### src/rtl/johnson_seq_ctrl.sv
// Command-driven Johnson (twisted-ring) counter sequencer with binary phase decode.
// Optional illegal-code self-correction is enabled by defining JOHNSON_SELF_CORRECT_EN.
module johnson_seq_ctrl #(
    parameter int unsigned WIDTH  = 4,
    parameter int unsigned STEP_W = 8,
    localparam int unsigned PH_W  = $clog2(2 * WIDTH)
) (
    input  logic              clk,
    input  logic              clr_n,
    input  logic              start,
    input  logic [STEP_W-1:0] steps,
    input  logic              dir,
    input  logic              hold,
    input  logic              stop,
    input  logic              sync_clr,
    output logic [WIDTH-1:0]  ring,
    output logic [PH_W-1:0]   phase,
    output logic              busy,
    output logic              done,
    output logic              err
);

    typedef enum logic [1:0] {
        S_IDLE = 2'd0,
        S_RUN  = 2'd1,
        S_DONE = 2'd2
    } state_t;

    state_t             state_q, state_d;
    logic [WIDTH-1:0]   ring_q, ring_d;
    logic [STEP_W-1:0]  rem_q, rem_d;
    logic               dir_q, dir_d;
    logic               busy_q, busy_d;
    logic               done_q, done_d;
    logic [WIDTH-1:0]   ring_fwd, ring_rev;

    assign ring_fwd = {ring_q[WIDTH-2:0], ~ring_q[WIDTH-1]};
    assign ring_rev = {~ring_q[0], ring_q[WIDTH-1:1]};

`ifdef JOHNSON_SELF_CORRECT_EN
    // A legal code has at most one boundary between adjacent bits.
    logic [WIDTH-2:0] bit_edges;
    logic             illegal;
    logic             err_q, err_d;

    assign bit_edges = ring_q[WIDTH-1:1] ^ ring_q[WIDTH-2:0];
    assign illegal   = (bit_edges & (bit_edges - (WIDTH-1)'(1))) != '0;
`endif

    // State and datapath registers.
    always_ff @(posedge clk or negedge clr_n) begin
        if (!clr_n) begin
            state_q <= S_IDLE;
            ring_q  <= '0;
            rem_q   <= '0;
            dir_q   <= 1'b0;
            busy_q  <= 1'b0;
            done_q  <= 1'b0;
`ifdef JOHNSON_SELF_CORRECT_EN
            err_q   <= 1'b0;
`endif
        end else begin
            state_q <= state_d;
            ring_q  <= ring_d;
            rem_q   <= rem_d;
            dir_q   <= dir_d;
            busy_q  <= busy_d;
            done_q  <= done_d;
`ifdef JOHNSON_SELF_CORRECT_EN
            err_q   <= err_d;
`endif
        end
    end

    // Next-state, ring stepping and command handling.
    always_comb begin
        state_d = state_q;
        ring_d  = ring_q;
        rem_d   = rem_q;
        dir_d   = dir_q;
`ifdef JOHNSON_SELF_CORRECT_EN
        err_d   = 1'b0;
`endif
        case (state_q)
            S_IDLE: begin
                if (start && !stop) begin
                    if (steps != '0) begin
                        rem_d   = steps;
                        dir_d   = dir;
                        state_d = S_RUN;
                    end else begin
                        state_d = S_DONE;
                    end
                end else if (sync_clr) begin
                    ring_d = '0;
                end
            end
            S_RUN: begin
                if (stop) begin
                    state_d = S_IDLE;
                end else if (!hold) begin
                    ring_d = dir_q ? ring_rev : ring_fwd;
                    rem_d  = rem_q - STEP_W'(1);
                    if (rem_q == STEP_W'(1)) begin
                        state_d = S_DONE;
                    end
                end
            end
            S_DONE:  state_d = S_IDLE;
            default: state_d = S_IDLE;
        endcase
`ifdef JOHNSON_SELF_CORRECT_EN
        // Correction replaces the step; an interrupted step is not counted.
        if (illegal) begin
            ring_d = '0;
            err_d  = 1'b1;
            if (state_q == S_RUN && !stop && !hold) begin
                rem_d   = rem_q;
                state_d = S_RUN;
            end
        end
`endif
        busy_d = (state_d == S_RUN);
        done_d = (state_d == S_DONE);
    end

    // Phase decode: ones count on the rising half, mirrored on the falling half.
    always_comb begin
        int unsigned pc;
        pc = 0;
        for (int i = 0; i < int'(WIDTH); i++) begin
            pc = pc + 32'(ring_q[i]);
        end
        phase = ring_q[WIDTH-1] ? PH_W'(2 * WIDTH - pc) : PH_W'(pc);
    end

    assign ring = ring_q;
    assign busy = busy_q;
    assign done = done_q;
`ifdef JOHNSON_SELF_CORRECT_EN
    assign err  = err_q;
`else
    assign err  = 1'b0;
`endif

endmodule

### config.mk
export PLATFORM = sky130hd
export DESIGN_NAME = johnson_seq_ctrl
export DESIGN_NICKNAME = d
export VERILOG_FILES = /design/src/rtl/johnson_seq_ctrl.sv
export SDC_FILE = /design/constraint.sdc
export NUM_CORES = 1
export LEC_CHECK = 0
export ABC_AREA = 1
export BUFFER_PORTS_ARGS = -buffer_cell sky130_fd_sc_hd__buf_4
export CAP_MARGIN = 20
export CORE_ASPECT_RATIO = 0.6
export CORE_UTILIZATION = 53
export DETAILED_ROUTE_END_ITERATION = 16
export GPL_TIMING_DRIVEN = 0
export PLACE_DENSITY_LB_ADDON = 0.2
export SETUP_SLACK_MARGIN = 0.3
export SLEW_MARGIN = 40
export SYNTH_ARGS = -nofsm -noshare
export SYNTH_HDL_FRONTEND = slang
export SYNTH_SLANG_ARGS = --single-unit
### constraint.sdc
create_clock -name clk -period 2.5 [get_ports clk]
set_clock_uncertainty 0.2 [all_clocks]
set_input_delay 0.25 -clock clk [delete_from_list [all_inputs] [get_ports clk]]
set_output_delay 0.25 -clock clk [all_outputs]
set_load 0.1 [all_outputs]
==> results.sh, run 1 <==
export IMPL_port_buffers=23
export IMPL_clock_fmax_mhz=334
export IMPL_synth_area_leaders="dfrtp_1, nand2_1, inv_1, nand3_1, ha_1"
export IMPL_first_iter_violations=138
export IMPL_cp_start_kind="flop"
export IMPL_p_leak_nw=0.787
export IMPL_seq_area_frac_synth_pct=36.9
export IMPL_preCtsSetupSlack_ns=-0.320
export IMPL_yosys_register_bits=17
export IMPL_critical_path_class="flop to primary output"
export IMPL_final_cell_mix="nand2_1, buf_4"
export IMPL_grt_pass1_vias=1070
export IMPL_routed_wl_mm=3.24
export IMPL_hold_class="input pin to flop"
export IMPL_root_buffer="clkbuf_4"
export IMPL_grt_overflow_total=0
export IMPL_die_height_um=38.1
export IMPL_holdWs_ns=0.0271
export IMPL_rsz0062_at_grt="true"
export IMPL_setup_ws_ns=-0.497
export IMPL_synth_top_area_cell="dfrtp_1"
export IMPL_drive_above_1_share_pct=31.3
export IMPL_grt_pass1_wl_mm=5.07
export IMPL_clock_latency_ns=0.32
export IMPL_reg2reg_to="rem_q[4]$_DFFE_PN0P_"
export IMPL_nNetsFinal=217
export IMPL_die_area_mm2=0.00237
export IMPL_hpwl_mm=2.09
export IMPL_wl_per_cell_um=14.5
export IMPL_p_comb_share_pct=64.3
export IMPL_switching_share_pct=51.8
export IMPL_path_cells="inv_4, fa_1, inv_2, ha_4, ha_4, inv_4, ha_4, nor2_4, xnor2_2, clkinvlp_4, buf_12"
export IMPL_yosys_warnings=0
export IMPL_p_seq_share_pct=25.8
export IMPL_holdPathEnd="rem_q[6]$_DFFE_PN0P_"
export IMPL_vias_per_cell=5.40
export IMPL_crit_fanout=2
export IMPL_status="finished with violations"
export IMPL_antennaDiodeCount=0
export IMPL_synth_top_area_share_pct=36.9
export IMPL_cp_end_kind="primary output"
export IMPL_vdd_drop_max_mv=0.954
export IMPL_grt_start_max_net_pins=18
export IMPL_hp_start="steps[6]"
export IMPL_power_density_mw_per_mm2=1030
export IMPL_cts_buffer_depth=2
export IMPL_crit_path_top_delay_cell="fa_1"
export IMPL_cts_buffers=3
export IMPL_syn_to_final_growth_pct=38.5
export IMPL_drv_cap=0
export IMPL_fillers=134
export IMPL_antenna_found_initial=0
export IMPL_failed_checks="negative setup slack"
export IMPL_required_ns=2.05
export IMPL_clk_transition_reported_paths_ns=0.11
export IMPL_cts_sinks=17
export IMPL_r2r_start="rem_q[0]$_DFFE_PN0P_"
export IMPL_cts_tree="done"
export IMPL_coreArea_mm2=0.00195
export IMPL_start_util_pct=59.0
export IMPL_slowest_delay_ns=0.54
export IMPL_setup_viol=2
export IMPL_first_pass_iters=4
export IMPL_hold_viol=0
export IMPL_cp_common_cell="ha_4"
export IMPL_slew_headroom_pct=57.1
export IMPL_io_pins=25
export IMPL_drc=0
export IMPL_row_count=12
export IMPL_drv_slew=0
export IMPL_die_x_um=62.2
export IMPL_worstRegToRegCells=7
export IMPL_syn_num_nets=180
export IMPL_power_switching_uw=848
export IMPL_fin_tns_setup_ns=-0.858
export IMPL_worstMarginPinSlew_ns=0.639
export IMPL_fin_crit_ns=3.00
export IMPL_gp_congestion=0.841
export IMPL_intPower_uw=788
export IMPL_finalCritPeriodShare_pct=120
export IMPL_syn_avg_cell_area_um2=7.25
export IMPL_syn_inst=159
export IMPL_postRouteAntennaNets=0
export IMPL_regToRegSetupSlack_ns=0.86
export IMPL_finalPower_mw=1.64
export IMPL_track_usage_pct=29.8
export IMPL_cts_htree_levels=1
export IMPL_clockPowerShare_pct=10.0
export IMPL_yosysUniqueCellTypes=27
export IMPL_netlist_area_mm2=0.00115
export IMPL_critPathArrivalTime_ns=2.55
export IMPL_holdPathStages=5
export IMPL_layout_commonest_cell="nand2_1"
export IMPL_vias=1204
==> cell type report <==
class / instances / area [um2] / share of cell area (%)
Buffer: 3 / 20.0 / 1.25
Clock buffer: 4 / 26.3 / 1.65
Inverter: 21 / 95.1 / 5.96
Multi-Input combinational cell: 118 / 694 / 43.5
Sequential cell: 17 / 437 / 27.4
Tap cell: 28 / 35.0 / 2.19
Timing Repair Buffer: 32 / 289 / 18.1
==> critical path: cells and delay by family, from the launching register on <==
family,cells,cell delay (ns)
xor gates and xnor gates,1,0.13
and+or+nand+nor,1,0.10
adders and majority gates,4,1.13
DFF,1,0.44
buffers and inverters,5,0.43
==> state kept, by name (all words and copies together), names as in the netlist <==
signal / cells
state_q: 2
busy: 1
dir_q: 1
rem_q: 8
ring: 4
done: 1
==> cells by family after synthesis <==
group	count (synthesis)	synth area share [%]
AOI/OAI and AO/OA	26	13.8
DFF	17	36.9
other	1	0.325
muxes	1	0.869
buffers and inverters	24	9.01
and+or+nand+nor	82	30.4
adders and majority gates	6	7.17
xor gates and xnor gates	2	1.52
==> Yosys cell counts <==
cell / instances
a21o_1: 1
a21oi_1: 3
buf_2: 1
buf_4: 2
conb_1: 1
dfrtp_1: 17
fa_1: 1
ha_1: 5
inv_1: 20
inv_6: 1
mux2i_1: 1
nand2_1: 46
nand2_2: 1
nand2_4: 1
nand3_1: 14
nand4_1: 2
nor2_1: 15
nor2_2: 2
o211ai_1: 1
o21ai_0: 9
o21ai_1: 6
o21ai_2: 3
o31ai_1: 2
o31ai_2: 1
or2_4: 1
xnor2_1: 1
xor2_1: 1
==> routing by layer <==
metal | share of wire [%] | vias to the layer above | global-route usage, % | routed length [um]
li1 | - | 582 | - | -
met1 | 45 | 554 | 38.6 | 1470
met2 | 44 | 59 | 48.9 | 1440
met3 | 8.4 | 9 | 9.52 | 272
met4 | 2.1 | 0 | 8.72 | 67
met5 | 0 | - | 0 | 0
==> metrics by stage <==
stage	util [%]	std cells	cell area [um2]
floorplan	-	159	1210
global placement	72.8	210	1420
detailed placement	72.8	210	1420
CTS	80.1	221	1560
global route	81.8	223	1600
finish	81.8	223	1600
==> worst max-delay path by stage <==
stage / from / to / slack, ns
after floorplan: ring[3]$_DFFE_PN0P_ / phase[2] / -0.61
after global routing: ring[0]$_DFFE_PN0P_ / phase[2] / -0.56
after global placement: ring[3]$_DFFE_PN0P_ / phase[2] / -0.26
after detailed placement: ring[3]$_DFFE_PN0P_ / phase[2] / -0.32
final: ring[0]$_DFFE_PN0P_ / phase[2] / -0.50
after CTS: ring[0]$_DFFE_PN0P_ / phase[2] / -0.45
==> power groups by stage <==
| stage | clock, mW | combinational [mW] | sequential, mW |
|---|---|---|---|
| final | 0.163 | 1.05 | 0.422 |
| after detailed placement | 0 | 0.844 | 0.427 |
| after floorplan | 0 | 0.584 | 0.526 |
| after global routing | 0.178 | 1.11 | 0.428 |
| after global placement | 0 | 0.809 | 0.423 |
| after CTS | 0.158 | 0.975 | 0.412 |
==> repair_timing <==
item                       4_1_cts  5_1_grt
hold endpoints to repair        20        0
hold buffers                     3        0
setup buffers                    4        2
pin swaps                        3        0
setup endpoints to repair        3        3
resized for setup               13        4
No activity file was read; power rests on OpenSTA's default activity.
==> run 2, diff against run 1 <==
==> constraint.sdc (replaced) <==
create_clock -name clk -period 3.1 [get_ports clk]
set_clock_uncertainty 0.2 [all_clocks]
set_input_delay 0.31 -clock clk [delete_from_list [all_inputs] [get_ports clk]]
set_output_delay 0.31 -clock clk [all_outputs]
set_load 0.1 [all_outputs]
==> run 2 against run 1 <==
Against the previous run: the run now ends clean; sequential power decreased by 20%; worst setup slack improved by 0.54 ns; global-route usage decreased by 1.7 points; via count down 0.25%; register-to-register slack gained 0.62 ns; design area decreased by 1.4%; cell count shrank 0.45%; first-iteration DRC count down 66%; hold slack improved by 0.019 ns; utilization is 1.2 points lower; die area did not move; non-clock buffer count decreased by 1; critical path type unchanged; largest cell class unchanged.
==> results.sh, run 2 (synthesis gave the netlist of run 1 again) <==
export IMPL_cts_buffer_depth=2
export IMPL_start_util_pct=59.0
export IMPL_finalCritPeriodShare_pct=98.5
export IMPL_fin_util_pct=80.6
export IMPL_path_cells="inv_4, fa_1, inv_2, ha_4, ha_4, inv_4, ha_4, nor2_4, xnor2_2, clkinvlp_4, buf_12"
export IMPL_die_area_mm2=0.00237
export IMPL_vdd_drop_max_mv=0.756
export IMPL_grt_util_met3_pct=9.23
export IMPL_critPathArrivalTime_ns=2.54
export IMPL_worstMarginPinSlew_ns=0.635
export IMPL_grt_pass1_vias=1041
export IMPL_preCtsSetupSlack_ns=0.220
export IMPL_power_density_mw_per_mm2=803
export IMPL_status="finished, final reports clean"
export IMPL_rsz0062_at_grt="true"
export IMPL_final_cell_mix="nand2_1, buf_4"
export IMPL_crit_fanout=2
export IMPL_holdWs_ns=0.0462
export IMPL_root_buffer="clkbuf_4"
export IMPL_coreArea_mm2=0.00195
export IMPL_cts_tree="done"
export IMPL_regMostFlops="rem_q"
export IMPL_port_buffers=23
export IMPL_track_usage_pct=28.1
export IMPL_setup_viol=0
export IMPL_p_leak_nw=0.779
export IMPL_row_count=12
export IMPL_vias_per_cell=5.41
export IMPL_grt_start_max_net_pins=18
export IMPL_drv_slew=0
export IMPL_finalPower_mw=1.26
export IMPL_largest_register_ff_count=8
export IMPL_critPathTopFamily="adder cells"
export IMPL_critical_path_class="flop to primary output"
export IMPL_busiest_layer="met2"
export IMPL_layout_commonest_cell="nand2_1"
export IMPL_clock_latency_ns=0.31
export IMPL_cts_htree_levels=1
export IMPL_clk_transition_reported_paths_ns=0.11
export IMPL_postRouteAntennaNets=0
export IMPL_syn_to_final_growth_pct=36.6
export IMPL_die_height_um=38.1
export IMPL_met2_usage_pct=46.4
export IMPL_hold_viol=0
export IMPL_drive_above_1_share_pct=31.4
export IMPL_antenna_found_initial=0
export IMPL_gp_congestion=0.841
export IMPL_cts_buffers=3
export IMPL_grt_overflow_total=0
export IMPL_fin_tns_setup_ns=0
export IMPL_drv_cap=0
export IMPL_clock_fmax_mhz=328
export IMPL_antennaDiodeCount=0
export IMPL_wl_per_cell_um=14.0
export IMPL_cp_start_kind="flop"
export IMPL_first_pass_iters=4
export IMPL_cts_sinks=17
export IMPL_slew_headroom_pct=57.4
export IMPL_nNetsFinal=216
export IMPL_setup_ws_ns=0.0470
export IMPL_drc=0
export IMPL_critPathBufInv=5
export IMPL_io_pins=25
export IMPL_required_ns=2.59
export IMPL_gr_usage_met1_pct=35.6
export IMPL_first_iter_violations=47
export IMPL_die_x_um=62.2
export IMPL_hpwl_mm=2.09
export IMPL_fin_crit_ns=3.05
export IMPL_grt_pass1_wl_mm=4.78
export IMPL_routed_wl_mm=3.10
export IMPL_hold_class="input pin to flop"
export IMPL_cp_end_kind="primary output"
export IMPL_slowest_delay_ns=0.54
export IMPL_cp_common_cell="ha_4"
export IMPL_vias=1201
export IMPL_crit_path_top_delay_cell="fa_1"
## run 2: cell count changes in the layout (fill, tap and decap cells not counted)
| cell | change |
|---|---|
| dlygate4sd3_1 | -1 |
| buf_12 | -1 |
| buf_4 | +1 |
## run 2: repair_timing
action / 4_1_cts / 5_1_grt
pin swaps: 2 / 0
gates resized for setup: 10 / 4
hold endpoints to repair: 17 / 1
setup endpoints to repair: 2 / 2
buffers inserted: 4 / 2
hold buffers: 1 / 1
## run 2: power breakdown
group	internal [mW]	switching (mW)	total [mW]
logic	0.271	0.526	0.797
clock network	0.0504	0.0799	0.130
registers	0.279	0.0589	0.338
total	0.600	0.665	1.26
## run 2: worst paths after layout
| check | startpoint | end | slack [ns] | cells after the start |
|---|---|---|---|---|
| worst max-delay path | ring[0]$_DFFE_PN0P_ | phase[2] | 0.05 | 11 |
| worst max register to register | rem_q[0]$_DFFE_PN0P_ | rem_q[4]$_DFFE_PN0P_ | 1.48 | 7 |
| max in group asynchronous | clr_n | ring[1]$_DFFE_PN0P_ | 2.30 | 2 |
| worst min register to register | rem_q[7]$_DFFE_PN0P_ | rem_q[7]$_DFFE_PN0P_ | 0.32 | 2 |
| min in group asynchronous | clr_n | done$_DFF_PN0_ | 0.18 | 2 |
| worst min-delay path | dir | dir_q$_DFFE_PN0P_ | 0.05 | 3 |
## run 2: layout make-up
cell class	count	area [um2]
multi-input combinational	118	694
sequential	17	437
fill	142	378
timing repair buffer	31	267
inverter	21	95.1
tap	28	35.0
clock buffer	4	26.3
buffer	3	20.0
## run 2: through the flow
stage | instance area (um2) | cells
4_1_cts | 1530 | 219
2_1_floorplan | 1210 | 159
6_report | 1570 | 222
5_1_grt | 1570 | 222
3_5_place_dp | 1420 | 210
3_3_place_gp | 1420 | 210
## run 2: worst reg2reg max path, cell delays in order, from the launching register on
cell and delay [ns]:
dfrtp_1 0.41, inv_1 0.18, ha_1 0.31, nand3_1 0.15, nand3_1 0.13, nand2_1 0.05
nand2_1 0.05, nand2_1 0.04
## run 2: routing by layer
metal,wire [um],part of all wire [%]
met1,1410,46
met2,1390,45
met3,238,7.7
met4,58,1.9
met5,0,0
==> run 3, diff against run 2 <==
--- a/config.mk
+++ b/config.mk
@@ -12,7 +12,7 @@
 export CORE_UTILIZATION = 53
 export DETAILED_ROUTE_END_ITERATION = 16
 export GPL_TIMING_DRIVEN = 0
-export PLACE_DENSITY_LB_ADDON = 0.2
+export PLACE_DENSITY_LB_ADDON = 0.3
 export SETUP_SLACK_MARGIN = 0.3
 export SLEW_MARGIN = 40
 export SYNTH_ARGS = -nofsm -noshare
==> run 3 against run 2 <==
Against the previous run: design area down 1.1%; power is 2.4% lower; sequential cell count stayed put; global-route usage rose by 0.67 points; first-iteration DRC count rose to 2.6 times the previous value; maximum frequency decreased by 0.35%; hold slack got worse by 0.0018 ns; combinational power decreased by 2.6%; clock-buffer cell count unchanged; cell count decreased by 0.45%; largest cell class unchanged.
==> results.sh, run 3 (synthesis gave the netlist of run 1 again) <==
export IMPL_row_count=12
export IMPL_grt_overflow_total=0
export IMPL_drv_slew=0
export IMPL_coreArea_mm2=0.00195
export IMPL_crit_path_top_delay_cell="fa_1"
export IMPL_start_util_pct=59.0
export IMPL_r2r_start="state_q[0]$_DFF_PN0_"
export IMPL_critical_path_class="flop to primary output"
export IMPL_power_switching_uw=650
export IMPL_nNetsFinal=215
export IMPL_holdWs_ns=0.0443
export IMPL_final_cell_mix="nand2_1, buf_4"
export IMPL_p_comb_share_pct=62.8
export IMPL_die_x_um=62.2
export IMPL_finalPower_mw=1.23
export IMPL_worstRegToRegCells=3
export IMPL_critPathTopFamily="adder cells"
export IMPL_root_buffer="clkbuf_4"
export IMPL_fin_tns_setup_ns=0
export IMPL_required_ns=2.59
export IMPL_finalCritPeriodShare_pct=98.8
export IMPL_slowest_delay_ns=0.55
export IMPL_path_cells="inv_4, fa_1, inv_2, ha_4, ha_4, inv_4, ha_4, nor2_4, xnor2_2, clkinvlp_4, buf_12"
export IMPL_critPathArrivalTime_ns=2.55
export IMPL_p_seq_share_pct=27.2
export IMPL_die_height_um=38.1
export IMPL_power_density_mw_per_mm2=793
export IMPL_syn_to_final_growth_pct=35.1
export IMPL_largest_register_ff_count=8
export IMPL_regToRegSetupSlack_ns=1.51
export IMPL_drc=0
export IMPL_preCtsSetupSlack_ns=0.252
export IMPL_layout_commonest_cell="nand2_1"
export IMPL_cts_tree="done"
export IMPL_cp_start_kind="flop"
export IMPL_hp_start="stop"
export IMPL_fin_crit_ns=3.06
export IMPL_holdPathStages=2
export IMPL_grt_pass1_vias=1062
export IMPL_reg2reg_to="ring[3]$_DFFE_PN0P_"
export IMPL_holdPathEnd="busy$_DFF_PN0_"
export IMPL_postRouteAntennaNets=0
export IMPL_cts_sinks=17
export IMPL_cts_buffer_depth=2
export IMPL_slew_headroom_pct=54.1
export IMPL_clock_latency_ns=0.29
export IMPL_cts_buffers=3
export IMPL_first_pass_iters=5
export IMPL_critPathBufInv=5
export IMPL_vdd_drop_max_mv=0.802
export IMPL_multiInputGateArea_um2=689
export IMPL_drv_cap=0
export IMPL_cp_common_cell="ha_4"
export IMPL_clk_transition_reported_paths_ns=0.10
export IMPL_port_buffers=23
export IMPL_clock_fmax_mhz=326
export IMPL_hold_viol=0
export IMPL_clockPowerShare_pct=9.9
export IMPL_place_area_mm2=0.00142
export IMPL_die_area_mm2=0.00237
export IMPL_routed_wl_mm=3.26
export IMPL_regMostFlops="rem_q"
export IMPL_cts_htree_levels=1
export IMPL_setup_viol=0
export IMPL_grt_pass1_wl_mm=5.00
export IMPL_worstMarginPinSlew_ns=0.685
export IMPL_fillers=127
export IMPL_top_layer_used="met4"
export IMPL_antennaDiodeCount=0
export IMPL_drive_above_1_share_pct=31.6
export IMPL_intPower_uw=585
export IMPL_grt_start_max_net_pins=18
export IMPL_setup_ws_ns=0.0364
export IMPL_p_leak_nw=0.764
export IMPL_rsz0062_at_grt="true"
export IMPL_hpwl_mm=2.16
export IMPL_track_usage_pct=28.8
export IMPL_vias=1210
export IMPL_status="finished, final reports clean"
export IMPL_wl_per_cell_um=14.7
export IMPL_vias_per_cell=5.48
export IMPL_io_pins=25
export IMPL_cp_end_kind="primary output"
export IMPL_gp_congestion=0.922
export IMPL_switching_share_pct=52.6
export IMPL_seqCellArea_um2=437
export IMPL_design_area_mm2=0.00156
export IMPL_hold_class="input pin to flop"
export IMPL_antenna_found_initial=0
export IMPL_dr_wl_met2_mm=1.51
export IMPL_wl_met1_mm=1.38
export IMPL_first_iter_violations=124
export IMPL_crit_fanout=3
export IMPL_met3_length_um=295
[run 3: layer usage]
layer  vias to the layer above  track usage [%]
met5                         -                0
met4                         0             8.14
met3                         9             5.65
met2                        77             49.5
met1                       549             38.1
li1                        575                -
[run 3: what timing repair did]
action                                  CTS  global route
gates resized for setup                  10             2
endpoints found under the setup margin    2             2
hold endpoints to repair                 17             0
setup buffers                             4             2
hold buffers                              1             0
pin swaps                                 5             5
[run 3: final cells by class]
class | instances | share of cell area (%)
inverters | 21 | 5.95
well taps | 28 | 2.25
flip-flops and latches | 17 | 28.1
repair buffers | 30 | 16.5
clock buffers | 4 | 1.69
multi-input cells | 118 | 44.3
plain buffers | 3 | 1.29
[run 3: power by group through the flow]
stage | clock network [mW] | logic (mW) | registers (mW)
finish | 0.123 | 0.776 | 0.336
global route | 0.135 | 0.834 | 0.344
global placement | 0 | 0.651 | 0.341
CTS | 0.125 | 0.740 | 0.333
detailed placement | 0 | 0.672 | 0.345
floorplan | 0 | 0.471 | 0.424
[run 3: metrics by stage]
stage	cells	util (%)
6_report	221	79.7
5_1_grt	221	79.7
4_1_cts	219	78.4
3_5_place_dp	210	72.8
3_3_place_gp	210	72.8
2_1_floorplan	159	-
[run 3: worst max path at each step]
| stage | start | end | depth (start not counted) |
|---|---|---|---|
| 2_1_floorplan | ring[3]$_DFFE_PN0P_ | phase[2] | 9 |
| 3_3_place_gp | ring[3]$_DFFE_PN0P_ | phase[2] | 11 |
| 3_5_place_dp | ring[3]$_DFFE_PN0P_ | phase[2] | 11 |
| 4_1_cts | ring[0]$_DFFE_PN0P_ | phase[2] | 11 |
| 5_1_grt | ring[3]$_DFFE_PN0P_ | phase[2] | 11 |
| 6_report | ring[3]$_DFFE_PN0P_ | phase[2] | 11 |
